===== src/rtl/m72_irq_source_if.sv =====
// CPU-side register bus of the M72 interrupt request source.
interface m72_irq_source_if;
    logic       cs;
    logic       wr;
    logic       rd;
    logic       a0;
    logic [7:0] din;
    logic [7:0] dout;

    modport master (output cs, wr, rd, a0, din, input dout);
    modport slave  (input cs, wr, rd, a0, din, output dout);
endinterface


===== src/rtl/m72_irq_source.sv =====
// VBLANK and programmable RASTER interrupt requests for the PIC, stretched to PULSE_LEN ce cycles.
// Optional feature: define M72_IRQ_READBACK_EN to make the raster register readable on dout.
module m72_irq_source #(
    parameter int unsigned PULSE_LEN   = 16,
    parameter int unsigned VBL_BIT     = 0,
    parameter int unsigned RAST_BIT    = 2,
    parameter int unsigned RASTER_BASE = 128
) (
    input  logic              clk,
    input  logic              reset,
    input  logic              ce,
    m72_irq_source_if.slave   bus,
    input  logic [8:0]        vcount,
    input  logic              hblank,
    input  logic              vblank,
    output logic [7:0]        intp
);

    localparam int unsigned CNT_W  = $clog2(PULSE_LEN + 1);
    localparam int unsigned LINE_W = 9;

    logic [LINE_W-1:0] raster_line;
    logic              raster_en;
    logic              vbl_d;
    logic              hbl_d;
    logic [CNT_W-1:0]  vbl_cnt;
    logic [CNT_W-1:0]  rast_cnt;

    logic [LINE_W-1:0] rast_target;
    logic              vbl_rise;
    logic              hbl_rise;
    logic              rast_hit;
    logic              cpu_wr;
    logic [CNT_W-1:0]  vbl_cnt_nxt;
    logic [CNT_W-1:0]  rast_cnt_nxt;
    logic [7:0]        intp_nxt;

    // Edge detect, raster compare (on the pre-write line value) and pulse stretchers
    always_comb begin
        rast_target  = LINE_W'(raster_line - LINE_W'(RASTER_BASE));
        vbl_rise     = vblank & ~vbl_d;
        hbl_rise     = hblank & ~hbl_d;
        rast_hit     = hbl_rise & raster_en & (vcount == rast_target);
        cpu_wr       = bus.cs & bus.wr;

        vbl_cnt_nxt  = vbl_cnt;
        rast_cnt_nxt = rast_cnt;
        if (vbl_rise)
            vbl_cnt_nxt = CNT_W'(PULSE_LEN);
        else if (vbl_cnt != '0)
            vbl_cnt_nxt = vbl_cnt - CNT_W'(1);
        if (rast_hit)
            rast_cnt_nxt = CNT_W'(PULSE_LEN);
        else if (rast_cnt != '0)
            rast_cnt_nxt = rast_cnt - CNT_W'(1);

        intp_nxt           = '0;
        intp_nxt[VBL_BIT]  = (vbl_cnt_nxt != '0);
        intp_nxt[RAST_BIT] = (rast_cnt_nxt != '0);
    end

    // Blank history starts high so a blank already active at reset release is ignored
    always_ff @(posedge clk) begin
        if (reset) begin
            raster_line <= '0;
            raster_en   <= 1'b0;
            vbl_d       <= 1'b1;
            hbl_d       <= 1'b1;
            vbl_cnt     <= '0;
            rast_cnt    <= '0;
            intp        <= '0;
        end else if (ce) begin
            vbl_d    <= vblank;
            hbl_d    <= hblank;
            vbl_cnt  <= vbl_cnt_nxt;
            rast_cnt <= rast_cnt_nxt;
            intp     <= intp_nxt;
            if (cpu_wr) begin
                if (!bus.a0) begin
                    raster_line[7:0] <= bus.din;
                end else begin
                    raster_line[8] <= bus.din[0];
                    raster_en      <= bus.din[7];
                end
            end
        end
    end

`ifdef M72_IRQ_READBACK_EN
    logic unused_din;
    assign unused_din = ^bus.din[6:1];

    // Register readback, one clk after the read strobe
    always_ff @(posedge clk) begin
        if (reset) begin
            bus.dout <= '0;
        end else if (ce && bus.cs && bus.rd) begin
            if (!bus.a0)
                bus.dout <= raster_line[7:0];
            else
                bus.dout <= {raster_en, 5'b0, intp[RAST_BIT], raster_line[8]};
        end
    end
`else
    logic unused_bus;
    assign unused_bus = ^{bus.rd, bus.din[6:1]};

    always_ff @(posedge clk) begin
        bus.dout <= '0;
    end
`endif

endmodule

===== src/flat_wrapper.sv =====
// flat-port wrapper written by rule: the top's interface ports become plain ports
module m72_irq_source_flat 
#(
    parameter int unsigned PULSE_LEN   = 16,
    parameter int unsigned VBL_BIT     = 0,
    parameter int unsigned RAST_BIT    = 2,
    parameter int unsigned RASTER_BASE = 128
)
  (clk, reset, ce, vcount, hblank, vblank, intp, bus_cs, bus_wr, bus_rd, bus_a0, bus_din, bus_dout);
  m72_irq_source_if bus_i ();
  input  logic clk;
  input  logic reset;
  input  logic ce;
  input  logic [8:0] vcount;
  input  logic hblank;
  input  logic vblank;
  output logic [7:0] intp;
  input wire logic [$bits(bus_i.cs)-1:0] bus_cs;
  input wire logic [$bits(bus_i.wr)-1:0] bus_wr;
  input wire logic [$bits(bus_i.rd)-1:0] bus_rd;
  input wire logic [$bits(bus_i.a0)-1:0] bus_a0;
  input wire logic [$bits(bus_i.din)-1:0] bus_din;
  output wire logic [$bits(bus_i.dout)-1:0] bus_dout;
  assign bus_i.cs = bus_cs;
  assign bus_i.wr = bus_wr;
  assign bus_i.rd = bus_rd;
  assign bus_i.a0 = bus_a0;
  assign bus_i.din = bus_din;
  assign bus_dout = bus_i.dout;
  m72_irq_source #(.PULSE_LEN(PULSE_LEN), .VBL_BIT(VBL_BIT), .RAST_BIT(RAST_BIT), .RASTER_BASE(RASTER_BASE)) u_core (.clk(clk), .reset(reset), .ce(ce), .bus(bus_i), .vcount(vcount), .hblank(hblank), .vblank(vblank), .intp(intp));
endmodule

===== config.mk =====
export PLATFORM = sky130hd
export DESIGN_NAME = m72_irq_source_flat
export DESIGN_NICKNAME = d
export VERILOG_FILES = /design/src/rtl/m72_irq_source_if.sv /design/src/rtl/m72_irq_source.sv /design/src/flat_wrapper.sv
export SDC_FILE = /design/constraint.sdc
export NUM_CORES = 1
export LEC_CHECK = 0
export CAP_MARGIN = 20
export CORE_MARGIN = 4
export CORE_UTILIZATION = 46
export DETAILED_ROUTE_END_ITERATION = 7
export HOLD_SLACK_MARGIN = 0.1
export PLACE_DENSITY = 0.79
export SETUP_SLACK_MARGIN = 0.1
export SLEW_MARGIN = 10
export SYNTH_ARGS = -nofsm -noshare
export SYNTH_HDL_FRONTEND = slang
export SYNTH_SLANG_ARGS = --single-unit

===== constraint.sdc =====
create_clock -name clk -period 1.89 [get_ports clk]
set_input_delay 0.2835 -clock clk [delete_from_list [all_inputs] [get_ports clk]]
set_output_delay 0.2835 -clock clk [all_outputs]
set_load 0.02 [all_outputs]

After elaboration in Yosys (flattened, before gate mapping)
Index checks and enable logic that the tools add are counted.

storage, ports and cells
  bits in registers = 24
  logic and storage cells = 30
  bits of input ports = 26
  output and inout bits = 16

cells by class
  $add $sub $neg = 3
  bitwise logic cells = 8
  reductions and logical operators = 6
  multiplexer cells = 4
  equal/unequal tests = 1

operators by type and width
  operator             number
  $mux 5               4
  $reduce_bool 5->1    4
  $sub 5x1->5 const B  2
  $eq 9x9->1           1
  $sub 9x8->9 const B  1
  $reduce_and 3->1     2
  $and 1x1->1          5
  $not 1->1            3

Logic depth before layout (Yosys ltp)
  depth in word-level cells = 6
  gate-level depth with buffers = 7
  gate-level depth less buffers = 7

Worst setup path after synthesis
No wires, ideal clock.

  path kind = flip-flop to flip-flop
  start = register u_core.rast_cnt[0]
  end = register u_core.intp[2]
  data required time = 1.802 ns
  stages on the path, launching flop included = 7
  arrival time = 1.519 ns
  slack = 0.283 ns
  buffers on the path = 0
  cells stage by stage = dfxtp_1 > inv_1 > ha_1 > nor4b_4 > o22ai_1 > a22o_1 > a311oi_2

between the ends
  cells in the longest elaborated chain, start to end = 4
  elaborated cells between the ends (all ways) = 5

ends and longest elaborated chain
  what                                              RTL line                                    RTL
  from (decl)                                       m72_irq_source.sv:27                        logic [CNT_W-1:0] rast_cnt;
  from (signal assigned)                            m72_irq_source.sv:76                        rast_cnt <= rast_cnt_nxt;
  $sub 5x1->5 or $reduce_bool 5->1 (tied branches)  m72_irq_source.sv:55, m72_irq_source.sv:54
  $mux 5 (*)                                        m72_irq_source.sv:54                        else if (rast_cnt != '0)
  $mux 5 (*)                                        m72_irq_source.sv:52                        if (rast_hit)
  $reduce_bool 5->1 (*)                             m72_irq_source.sv:59                        intp_nxt[RAST_BIT] = (rast_cnt_nxt != '0);
  to (signal assigned)                              m72_irq_source.sv:77                        intp <= intp_nxt;
  to (decl)                                         m72_irq_source.sv:16                        output logic [7:0] intp

Every way passes the cells marked *; elsewhere a longest branch is shown, timed or not.
A chain may end at the register's enable or synchronous reset.

Worst setup path in the final report
  start = register u_core.vbl_cnt[0]
  end = register u_core.intp[0]

between the ends
  cells in the longest elaborated chain, start to end = 4
  elaborated cells between the ends (all ways) = 5

ends and longest elaborated chain
  what                                              RTL line                                    RTL
  from (decl)                                       m72_irq_source.sv:26                        logic [CNT_W-1:0] vbl_cnt;
  from (signal assigned)                            m72_irq_source.sv:75                        vbl_cnt <= vbl_cnt_nxt;
  $sub 5x1->5 or $reduce_bool 5->1 (tied branches)  m72_irq_source.sv:51, m72_irq_source.sv:50
  $mux 5 (*)                                        m72_irq_source.sv:50                        else if (vbl_cnt != '0)
  $mux 5 (*)                                        m72_irq_source.sv:48                        if (vbl_rise)
  $reduce_bool 5->1 (*)                             m72_irq_source.sv:58                        intp_nxt[VBL_BIT] = (vbl_cnt_nxt != '0);

Marks and branches as above.

==> results.sh <==
export IMPL_area_sequential_sq_um=482
export IMPL_required_ns=2.11
export IMPL_r2r_start="u_core.vbl_cnt[0]$_SDFFE_PP0P_"
export IMPL_synthCells=170
export IMPL_areaGrowthSynthToFinish_pct=24.5
export IMPL_final_cells=234
export IMPL_dpl_cell_count=230
export IMPL_cts_buffer_depth=2
export IMPL_final_cell_mix="clkdlybuf4s50_1 (26), nand2_1 (24), dfxtp_1 (23), nor2_1 (16), a21oi_1 (15)"
export IMPL_vias=1224
export IMPL_tns_ns=0
export IMPL_grt_start_max_net_pins=14
export IMPL_cp_slowest_stage_delay_ns=0.50
export IMPL_min_period_over_period=0.933
export IMPL_io_buffers=26
export IMPL_path_max_fanout=5
export IMPL_synthFlopType="dfxtp_1"
export IMPL_vias_per_cell=5.23
export IMPL_dp_slack_ns=0.101
export IMPL_ys_ff_latch=24
export IMPL_holdPathStages=2
export IMPL_die_w_um=63.0
export IMPL_holdCritStartpoint="u_core.raster_line[1]$_SDFFE_PP0P_"
export IMPL_drive_gt1_frac=0.113
export IMPL_hpwl_mm=2.37
export IMPL_overflow=0
export IMPL_antenna_found_initial=0
export IMPL_status="finished clean"
export IMPL_setup_viol=0
export IMPL_rows=19
export IMPL_async_reset_ff_frac=0
export IMPL_drc_errors=0
export IMPL_leakagePower_nw=0.689
export IMPL_fin_crit_ns=1.76
export IMPL_yosys_warnings=0
export IMPL_crit_chain="inv_1 -> ha_4 -> or4b_4 -> nor2_1 -> a31oi_1 -> nor4_1 -> nor3_1"
export IMPL_drv_slew=0
export IMPL_postRouteAntennaNets=0
export IMPL_critical_path_class="reg -> reg"
export IMPL_r2r_end="u_core.intp[0]$_SDFFE_PP0P_"
export IMPL_synth_avg_cell_area_sq_um=8.18
export IMPL_yosysUniqueCellTypes=40
export IMPL_core_area_sq_um=2830
export IMPL_reg2regPathDepth=7
export IMPL_clock_latency_ns=0.32
export IMPL_final_common_cell="clkdlybuf4s50_1"
export IMPL_insertedDiodeCount=0
export IMPL_first_pass_iters=4
export IMPL_grt_setup_unrepaired="true"
export IMPL_die_area_sq_um=3970
export IMPL_whs_endpoint="u_core.raster_line[1]$_SDFFE_PP0P_"
export IMPL_final_hold_violation_count=0
export IMPL_final_nets=232
export IMPL_cts_root_buffer_cell="clkbuf_4"
export IMPL_fin_ws_ns=0.126
export IMPL_cts_tree="built"
export IMPL_hold_class="reg -> reg"
export IMPL_grt_pass1_vias=1179
export IMPL_grt_first_pass_wirelength_mm=4.97
export IMPL_drt_iter0_drc=18
export IMPL_clkTransAtPathRegs_ns=0.13
export IMPL_startpoint_type="flop"
export IMPL_vdd_drop_max_mv=0.580
export IMPL_seq_area_frac_synth=0.346
export IMPL_wl_per_cell_um=12.9
export IMPL_grtUsageTotal=0.154
export IMPL_syn_cell_area_sq_um=1390
export IMPL_ioPinCount=42
export IMPL_fillers=259
export IMPL_crit_path_end_kind="flop"
export IMPL_max_freq_mhz=567
export IMPL_initial_utilization=0.491
export IMPL_htreeDepth=1
export IMPL_clock_sinks=24
export IMPL_cp_slowest_cell="or4b_4"
export IMPL_max_cap_violations=0
export IMPL_dieHeight_um=63.0
export IMPL_multi_input_area_sq_um=831
export IMPL_finalClockSkew_ns=0.00114
export IMPL_p_per_area_nw_per_um2=1230
export IMPL_r2r_setup_slack_ns=0.13
export IMPL_cts_made_buffers=3
export IMPL_synth_edf_count=0
export IMPL_gp_congestion=0.763
export IMPL_routed_wl_mm=3.02
export IMPL_worstPathArrival_ns=1.98
[logic make-up after synthesis]
family                   Yosys count  synth area share
multiplexers                       3            0.0216
other                              1           0.00270
flip-flops                        24             0.346
adder cells (fa/ha/maj)            2            0.0180
AO/OA/AOI/OAI                     34             0.149
AND/OR/NAND/NOR                   69             0.269
buffers and inverters             24             0.103
XOR/XNOR                          13            0.0918
[routing by layer]
metal | up-vias | track usage | wire length [um]
li1 | 625 | - | -
met1 | 554 | 0.158 | 1240
met2 | 37 | 0.289 | 1540
met3 | 8 | 0.0522 | 186
met4 | 0 | 0.0496 | 59
met5 | - | 0 | 0
[Yosys cell counts (2+ instances only)]
cell type	n	share of area
buf_4	14	0.076
o21ai_0	7	0.025
nand2_1	24	0.065
nor3_1	6	0.022
dfxtp_1	24	0.35
nor4_1	3	0.014
a31oi_1	3	0.014
mux2i_1	3	0.022
a211o_1	2	0.013
ha_1	2	0.018
clkbuf_1	4	0.011
xor2_1	8	0.050
inv_1	5	0.014
nand2b_1	2	0.0090
a21oi_1	15	0.054
nor2b_1	4	0.018
nand3b_1	2	0.011
nand3_1	2	0.0072
nor2_1	16	0.043
xnor2_1	4	0.025
[metrics by stage]
step                total power, W   util  hold slack (ns)  instance area (sq um)
global route               0.00230  0.612            0.485                   1730
global placement           0.00173  0.593            0.457                   1680
finish                     0.00212  0.612            0.480                   1730
detailed placement         0.00180  0.593            0.464                   1680
CTS                        0.00209  0.607            0.482                   1720
floorplan                  0.00154      -            0.351                   1440
[power by group]
group | switching [W] | internal [W]
Clock | 0.000160 | 0.000118
Combinational | 0.000538 | 0.000576
Sequential | 0.000128 | 0.000604
Total | 0.000826 | 0.00130
[worst max-delay path by stage]
stage                                     from                               to  slack, ns  cells after the start
2_1_floorplan  u_core.rast_cnt[0]$_SDFFE_PP0P_      u_core.intp[2]$_SDFFE_PP0P_       0.28                      6
3_3_place_gp                         vcount[1]  u_core.rast_cnt[1]$_SDFFE_PP0P_       0.11                      7
3_5_place_dp                         vcount[5]  u_core.rast_cnt[1]$_SDFFE_PP0P_       0.10                      7
4_1_cts         u_core.vbl_cnt[0]$_SDFFE_PP0P_      u_core.intp[0]$_SDFFE_PP0P_       0.14                      7
5_1_grt         u_core.vbl_cnt[0]$_SDFFE_PP0P_      u_core.intp[0]$_SDFFE_PP0P_       0.06                      7
6_report        u_core.vbl_cnt[0]$_SDFFE_PP0P_      u_core.intp[0]$_SDFFE_PP0P_       0.13                      7
[what timing repair did]
| action | 4_1_cts | 5_1_grt |
|---|---|---|
| pin swaps | 0 | 1 |
| hold buffers | 0 | 0 |
| setup endpoints to repair | 1 | 4 |
| gates resized for setup | 1 | 3 |
| setup buffers | 0 | 0 |
[state kept, by name, indices dropped and copies added (netlist names)]
signal,cells
u_core.rast_cnt,5
u_core.vbl_d,1
u_core.intp,2
u_core.raster_line,9
u_core.vbl_cnt,5
u_core.raster_en,1
u_core.hbl_d,1
[layout make-up]
| class | count | area share |
|---|---|---|
| repair buffers | 34 | 0.185 |
| inverters | 6 | 0.0130 |
| flip-flops and latches | 24 | 0.278 |
| clock buffers | 4 | 0.0210 |
| well taps | 31 | 0.0224 |
| multi-input cells | 135 | 0.480 |
[critical path, delay by kind of cell (launching register included)]
kind,cells,cell delay [ns]
AND/OR/NAND/NOR,4,0.95
flip-flops,1,0.37
adder cells (fa/ha/maj),1,0.17
buffers and inverters,1,0.10
AO/OA/AOI/OAI,1,0.05
(Power assumes the default switching activity.)
